[config.mk]
export PLATFORM = sky130hd
export DESIGN_NAME = ternary_seq_ctrl
export DESIGN_NICKNAME = d
export VERILOG_FILES = /design/src/rtl/ternary_seq_ctrl.sv
export SDC_FILE = /design/constraint.sdc
export NUM_CORES = 1
export LEC_CHECK = 0
export CORE_AREA = 2 2 68 70
export CTS_CLUSTER_SIZE = 16
export DETAILED_ROUTE_END_ITERATION = 8
export DIE_AREA = 0 0 70 72
export PLACE_DENSITY = 0.58
export SETUP_SLACK_MARGIN = 0.2
export SYNTH_ARGS = -nofsm -noshare
export SYNTH_HDL_FRONTEND = slang
export SYNTH_SLANG_ARGS = --single-unit
[constraint.sdc]
create_clock -name clk -period 1.9 [get_ports clk]
set_input_delay 0.285 -clock clk [delete_from_list [all_inputs] [get_ports clk]]
set_output_delay 0.285 -clock clk [all_outputs]
set_load 0.1 [all_outputs]
[src/rtl/ternary_seq_ctrl.sv]
// Phase sequencer for the ternary MV engine: IDLE -> LOAD -> COMPUTE -> OUTPUT -> DONE.
// All outputs registered; OUTPUT advances only on valid&ready, ena=0 freezes everything.
`timescale 1ns/1ps
module ternary_seq_ctrl #(
  parameter int MAX_IN_LEN  = 16,
  parameter int MAX_OUT_LEN = 8,
  parameter int WIDTH       = 2,
  parameter int IN_BITS     = $clog2(MAX_IN_LEN),
  parameter int OUT_BITS    = $clog2(MAX_OUT_LEN),
  parameter int WIDTH_BITS  = $clog2(WIDTH)
) (
  input  logic                         clk,
  input  logic                         rst_n,
  input  logic                         ena,
  input  logic                         i_start,
  input  logic                         i_abort,
  input  logic [IN_BITS-1:0]           i_cfg_in,
  input  logic [OUT_BITS-1:0]          i_cfg_out,
  output logic                         o_load_en,
  output logic [OUT_BITS+WIDTH_BITS-1:0] o_load_idx,
  output logic                         o_mac_en,
  output logic                         o_mac_clr,
  output logic [IN_BITS-1:0]           o_mac_idx,
  output logic                         o_out_valid,
  input  logic                         i_out_ready,
  output logic [OUT_BITS-1:0]          o_out_sel,
  output logic                         o_busy,
  output logic                         o_done
);

  localparam int LOAD_W = OUT_BITS + WIDTH_BITS;

  typedef enum logic [2:0] {
    S_IDLE,
    S_LOAD,
    S_COMPUTE,
    S_OUTPUT,
    S_DONE
  } state_t;

  state_t              state;
  logic [IN_BITS-1:0]  cfg_in;
  logic [OUT_BITS-1:0] cfg_out;
  logic [LOAD_W-1:0]   last_load;

  // Every chunk of the last configured row.
  assign last_load = {cfg_out, {WIDTH_BITS{1'b1}}};

  always_ff @(posedge clk) begin
    if (!rst_n) begin
      state       <= S_IDLE;
      cfg_in      <= '0;
      cfg_out     <= '0;
      o_load_en   <= 1'b0;
      o_load_idx  <= '0;
      o_mac_en    <= 1'b0;
      o_mac_clr   <= 1'b0;
      o_mac_idx   <= '0;
      o_out_valid <= 1'b0;
      o_out_sel   <= '0;
      o_busy      <= 1'b0;
      o_done      <= 1'b0;
    end else if (!ena) begin
      // Freeze: indices and state hold, datapath strobes drop.
      o_load_en   <= 1'b0;
      o_mac_en    <= 1'b0;
      o_mac_clr   <= 1'b0;
      o_out_valid <= 1'b0;
    end else if (i_abort) begin
      state       <= S_IDLE;
      o_load_en   <= 1'b0;
      o_mac_en    <= 1'b0;
      o_mac_clr   <= 1'b0;
      o_out_valid <= 1'b0;
      o_busy      <= 1'b0;
      o_done      <= 1'b0;
    end else begin
      case (state)
        S_IDLE: begin
          if (i_start) begin
            cfg_in     <= i_cfg_in;
            cfg_out    <= i_cfg_out;
            state      <= S_LOAD;
            o_load_en  <= 1'b1;
            o_load_idx <= '0;
            o_busy     <= 1'b1;
          end
        end
        S_LOAD: begin
          if (o_load_idx == last_load) begin
            state     <= S_COMPUTE;
            o_load_en <= 1'b0;
            o_mac_en  <= 1'b1;
            o_mac_clr <= 1'b1;
            o_mac_idx <= '0;
          end else begin
            o_load_en  <= 1'b1;
            o_load_idx <= o_load_idx + LOAD_W'(1);
          end
        end
        S_COMPUTE: begin
          o_mac_clr <= 1'b0;
          if (o_mac_idx == cfg_in) begin
            state       <= S_OUTPUT;
            o_mac_en    <= 1'b0;
            o_out_valid <= 1'b1;
            o_out_sel   <= '0;
          end else begin
            o_mac_en  <= 1'b1;
            o_mac_idx <= o_mac_idx + IN_BITS'(1);
          end
        end
        S_OUTPUT: begin
          // Valid is re-raised after a freeze; only a real handshake advances sel.
          o_out_valid <= 1'b1;
          if (o_out_valid && i_out_ready) begin
            if (o_out_sel == cfg_out) begin
              state       <= S_DONE;
              o_out_valid <= 1'b0;
              o_done      <= 1'b1;
            end else begin
              o_out_sel <= o_out_sel + OUT_BITS'(1);
            end
          end
        end
        S_DONE: begin
          state  <= S_IDLE;
          o_done <= 1'b0;
          o_busy <= 1'b0;
        end
        default: begin
          state <= S_IDLE;
        end
      endcase
    end
  end

endmodule

======== Word-level counts from Yosys, hierarchy flattened ========
Index checks and enable logic that the tools add are counted.
storage, ports and cells
  flip-flop bits (word level) ............. 27
  logic and storage cells ................. 89
cells by class
  reductions and logical operators ........ 18
  $add $sub $neg .......................... 3
  eq/ne operators ......................... 19
  bitwise operators ....................... 3
  mux-type cells .......................... 34
operator list
  kind                                                             number
  3-bit two-way mux                                                9
  4-bit two-way mux                                                4
  4-bit case mux with 2 select lines                               2
  3-bit inequality test, second input constant                     5
  2-bit inequality test, second input constant                     7
  1-bit case mux with 2 select lines                               6
  3-bit case mux with 4 select lines                               1
  6-bit AND reduction                                              2
  1-bit two-way mux                                                11
  5-bit AND reduction                                              2
  4-bit by 1-bit adder with 4-bit output, second input constant    2
  4-bit == test                                                    2
  4-bit AND reduction                                              2
  3-bit by 2-bit == test with 1-bit output, second input constant  2
  3-bit case mux with 2 select lines                               1
  2-bit AND reduction                                              3
  2-bit nonzero test                                               3
  3-bit nonzero test                                               2
  3-bit by 1-bit adder with 3-bit output, second input constant    1
  3-bit by 1-bit == test with 1-bit output, second input constant  1
  3-bit == test                                                    1
  3-bit == test, second input constant                             1
  3-bit logical NOT                                                1
  1-bit inverter                                                   3
  other kinds (3)                                                  3

======== Depth between registers and ports, before layout ========
  word-level depth ........................ 5
  depth in mapped cells ................... 7
  mapped depth without buffers ............ 5

======== Least setup slack after synthesis ========
OpenSTA, ideal clock, no wires.
  kind .................................... flip-flop to flip-flop
  start ................................... register o_load_idx[2]
  end ..................................... register state[1]
  clock period less this slack ............ 2.181 ns
  library setup time ...................... 0.060 ns
  stages on the path, launching flop included .. 7
  path slack .............................. -0.281 ns
  buffers on the path ..................... 1
  arrival ................................. 2.121 ns
  required time ........................... 1.840 ns
  cells stage by stage .................... dfxtp_1 > xnor2_1 > nand4_1 > or2_1 > buf_2 > o32ai_1 > o221a_1
on the way
  word-level cells in the longest chain between the ends .. 3
RTL lines
  element                          RTL line  source
  start: declaration               20        output logic [OUT_BITS+WIDTH_BITS-1:0] o_load_idx,
  start signal: assignment         98        o_load_idx <= o_load_idx + LOAD_W'(1);
  4-bit == test                    90        if (o_load_idx == last_load) begin
  3-bit inequality test (no line)  --
  6-bit AND reduction (no line)    --
  end signal: assignment           83        state <= S_LOAD;
  end signal: assignment           91        state <= S_COMPUTE;
  end signal: assignment           104       state <= S_OUTPUT;
  end: declaration                 41        state_t state;
Every way passes these cells.
A chain may end at the register's enable or synchronous reset.

======== Worst setup path in the final report ========
  start ................................... register state[2]
  end ..................................... register o_out_sel[1]
on the way
  word-level cells in the longest chain between the ends .. 3
  elaborated cells on any way between the ends .. 8
RTL lines
  element                                                                RTL line  source
  start signal: assignment                                               51        state <= S_IDLE;
  start signal: assignment                                               70        state <= S_IDLE;
  start signal: assignment                                               83
  3-bit by 2-bit == test with 1-bit output                               78        case (state)
  2-bit inequality test (no line) or 2-bit nonzero test (tied branches)  --
  6-bit AND reduction (no line)                                          --
  end signal: assignment                                                 122       o_out_sel <= o_out_sel + OUT_BITS'(1);
  end: declaration                                                       26        output logic [OUT_BITS-1:0] o_out_sel,
Parallel ways exist; a longest one is shown, timed or not.

==> summary.md <==
| Metric | Value |
|---|---|
| Area growth, synth to finish | `33.0%` |
| Initial core utilization | `33.9%` |
| Via Count | `1284` |
| Final setup slack of the worst path | `0.261 ns` |
| Power per Cell Area | `between 500 and 600 mW/mm^2` |
| Area fraction of the dominant cell type after synthesis | `37.4%` |
| Routed len/inst | `14.3 microns` |
| Post-detailed-routing wire length | `3510 microns` |
| CTS tree | `done` |
| Cell-internal power | `0.793 mW` |
| Total routing resource utilization after global routing | `14.3%` |
| Reg-to-reg critical path endpoint | `o_out_sel[1]$_SDFFE_PN0P_` |
| Post-layout utilization of the core | `45.1%` |
| Filler Cells Inserted | `413` |
| Static leakage | `0.675 nW` |
| Maxcap violations | `0` |
| Via count of the first global-routing pass | `1264` |
| Register bit count reported by yosys | `27` |
| Total standard cell area after synthesis | `0.00145 sq mm` |
| Top post-synthesis cells by area | `dfxtp_1 (37%), xnor2_1 (6.1%), mux2i_1 (5.5%)` |
| 1st-pass router iterations | `4` |
| HPWL Detailed | `2780 microns` |
| # port buffers | `29` |
| Number of standard cells after synthesis | `160` |
| Met3 Use GR | `2.50%` |
| Classification of the worst-slack hold path | `reg2reg` |
| Reg-to-Reg Start | `state[2]$_SDFFE_PN0P_` |
| Number of design rule violations left after detail routing | `0` |
| Switching part of the total power | `27.6%` |
| Initial antenna violation count | `0` |
| Maximum level of the CTS H-tree | `1` |
| Setup repair after global routing missed its margin | `true` |
| Post-Synthesis Mean Instance Area | `9.04 sq um` |
| Global Route met2 Usage | `around 26%` |
| Synthesized netlist net count | `176` |
| Sequential fraction of design power | `53.1%` |
| Sum of buffers and inverters on the critical path | `0` |
| Worst Setup SP | `state[2]$_SDFFE_PN0P_` |
| Pin count of the biggest net entering global routing | `17` |
| Top-level port count | `30` |
| Yosys warnings | `0` |
| Wire length of the first global-routing pass | `5850 microns` |
| Max Fanout on Critical Path | `10` |
| Crit path capture | `o_out_sel[1]$_SDFFE_PN0P_` |
| Per-cell via count in the routed design | `5.24` |
| Largest area contributor in the netlist | `dfxtp_1` |
| Root buffer cell | `clkbuf_8` |
| WP data required | `2.07 ns` |
| Most used routing layer in global routing | `met2` |
| Primary flip-flop cell chosen by synthesis mapping | `dfxtp_1` |
| Net switching power | `0.302 mW` |
| Crit path arrival time | `1.81 ns` |
| Final worst clock skew | `0.00375 ns` |
| Transition time of the tightest slew-check pin | `roughly 0.37 ns` |
| Element type at the critical path start | `register` |
| Number of buffers inserted by hold repair at cts | `0` |
| Final Setup Violations | `0` |
| Comb power frac | `15.6%` |
| Die height | `72 microns` |
| Critical path type | `reg2reg` |
| Share of the yosys chip area belonging to registers | `about 37%` |
| Fraction of power consumed by the clock network | `31.3%` |
| Final hold vios | `0` |
| Core area | `0.00426 sq mm` |
| Area enclosed by the die boundary | `0.00504 sq mm` |
| Maximum root-to-sink buffer count | `2` |
| Final Max Tran Viols | `0` |
| Start point of the worst hold path | `o_done$_SDFFE_PN0P_` |
| Number of DRC markers in iteration 0 | `42` |
| Path length in cells of the critical path | `4` |
| Share of synthesized registers carrying an async set or reset | `0%` |
| Cells along the critical path | `or3b_4 > or2_4 > o31ai_4 > o22ai_1` |
| Nets | `between 200 and 250` |
| Number of antenna cells inserted | `0` |
| Run status | `finished, final reports clean` |
| Critical path endpoint category | `register` |
| Cell variety after synth | `44` |
| Clock tree sinks | `27` |
| Post-layout minimum cycle time | `1.64 ns` |
| Slowest CP cell | `or3b_4` |
| CP delay by family, top | `simple AND/OR/NAND/NOR gates` |
| Tcrit/Tclk final | `86.2%` |
| Depth of the worst register-to-register path | `4` |
| Fraction of final layout cells with drive strength greater than 1 | `30.6%` |
| Maximum achievable frequency | `610 MHz` |
| Clock latency reported for the late side of the worst-skew pair | `0.28 ns` |
| Count of nets left with antenna violations after detail routing | `0` |
| Die width | `around 70 microns` |
| Clock-pin slew on the worst setup and hold paths | `around 0.10 ns` |
| Largest stage delay on the critical path | `0.44 ns` |
| Count of standard-cell rows | `24` |
| Total grt overflow | `0` |
| Setup slack after placement | `-0.0116 ns` |
| Flop2flop setup slack | `0.26 ns` |
| Number of buffers added by the clock tree synthesis step | `3` |
| GR Layer Usage met1 | `17.8%` |
| Routability cong. | `0.783` |
| Number of synthesized flops with an enable pin | `0` |
| Max VDD drop | `0.000282 V` |
| Max-Slew Margin vs Limit | `75.6%` |
==> metrics by stage <==
stage               hold WS (ns)  area (sq um)  power, mW  std cells  TNS (ns)
floorplan                  0.442          1480      0.694        160         0
global placement           0.435          1820      0.758        241         0
detailed placement         0.442          1820      0.761        241   -0.0290
CTS                        0.458          1870       1.10        245         0
global route               0.480          1920       1.15        245         0
finish                     0.453          1920       1.09        245         0
==> kinds of logic (layout without fill, tap and decap cells) <==
| kind of cell | Yosys count | after routing | share of synthesized area (%) |
|---|---|---|---|
| buf+inv | 12 | 45 | 4.33 |
| mux | 8 | 8 | 5.54 |
| fa+ha+maj | 3 | 3 | 2.60 |
| compound gates | 31 | 31 | 16.5 |
| flops | 27 | 27 | 37.4 |
| xor+xnor | 13 | 13 | 7.87 |
| simple gates | 66 | 66 | 25.8 |
==> layout make-up <==
| type | count | area [sq um] | area share [%] |
|---|---|---|---|
| clock buffer | 3 | 41.3 | 2.15 |
| clock inverter | 1 | 7.51 | 0.390 |
| inverter | 2 | 7.51 | 0.390 |
| multi-input combinational | 121 | 891 | 46.3 |
| sequential | 27 | 576 | 29.9 |
| tap | 52 | 65.1 | 3.38 |
| timing repair buffer | 39 | 335 | 17.4 |
==> worst min-delay path, cell delays in order (launching register included) <==
cell and delay [ns]:
dfxtp_1 0.32, inv_1 0.05, a21oi_1 0.05
==> power by group through the flow <==
stage	clock network [mW]	logic [mW]	registers, mW
after floorplan	0	0.0770	0.617
after global placement	0	0.164	0.593
after detailed placement	0	0.168	0.594
after CTS	0.356	0.168	0.580
after global routing	0.378	0.185	0.584
final	0.343	0.171	0.581
==> worst min path at each step <==
stage	end	slack, ns	cells after the start
2_1_floorplan	o_busy$_SDFFE_PN0P_	0.44	2
3_3_place_gp	o_done$_SDFFE_PN0P_	0.44	2
3_5_place_dp	o_done$_SDFFE_PN0P_	0.44	2
4_1_cts	o_done$_SDFFE_PN0P_	0.46	2
5_1_grt	o_done$_SDFFE_PN0P_	0.48	2
6_report	o_done$_SDFFE_PN0P_	0.45	2
==> registers in the layout (all words and copies together), names as in the netlist <==
| name | cells |
|---|---|
| cfg_in | 4 |
| o_load_idx | 4 |
| o_mac_idx | 4 |
| cfg_out | 3 |
| o_out_sel | 3 |
| state | 3 |
| o_busy | 1 |
| o_done | 1 |
| o_load_en | 1 |
| o_mac_clr | 1 |
| o_mac_en | 1 |
| o_out_valid | 1 |
==> Yosys cell counts (all sizes together) (2+ instances only) <==
master and instances:
dfxtp 27, nand2 13, nor2 11, xnor2 10, mux2i 8, nor2b 8
a21oi 7, buf 7, nand4 6, nand2b 4, nand3 4, o21ai 4
o22ai 4, or2 4, a31oi 3, clkbuf 3, ha 3, nand4b 3
nor3 3, o211ai 3, xor2 3, a32o 2, a41oi 2, and3 2
inv 2, nor3b 2
==> layout by cell type, fill, tap and decap left out, types with 2 or more instances in the layout <==
master,count
nor3b_1,2
clkbuf_8,3
nor2b_1,7
or2_2,2
nand2b_1,4
and3_1,2
xnor2_1,6
xor2_1,3
dfxtp_1,13
o22ai_1,4
buf_4,26
xnor2_2,4
nor3_1,3
nand3_1,4
inv_1,2
nand4b_1,3
dfxtp_4,7
nand2_1,13
a21oi_1,7
dfxtp_2,7
a32o_1,2
a31oi_1,3
nor2_1,11
clkdlybuf4s50_1,12
ha_1,3
o21ai_0,3
mux2i_1,8
o211ai_1,3
nand4_1,6
or2_4,2
==> per-layer routing <==
metal / vias to the layer above / wire, microns / share of wire, %
li1: 649 / - / -
met1: 600 / 1580 / 45
met2: 31 / 1750 / 50
met3: 4 / 139 / 4.0
met4: 0 / 40 / 1.1
met5: - / 0 / 0
==> timing repair <==
action,in CTS,in global routing
gates cloned,0,0
hold endpoints to repair,0,0
pin swaps,0,0
buffers inserted,0,0
gates resized for setup,1,9
setup endpoints to repair,3,11
Note: power is estimated with default switching activity, not from simulation.
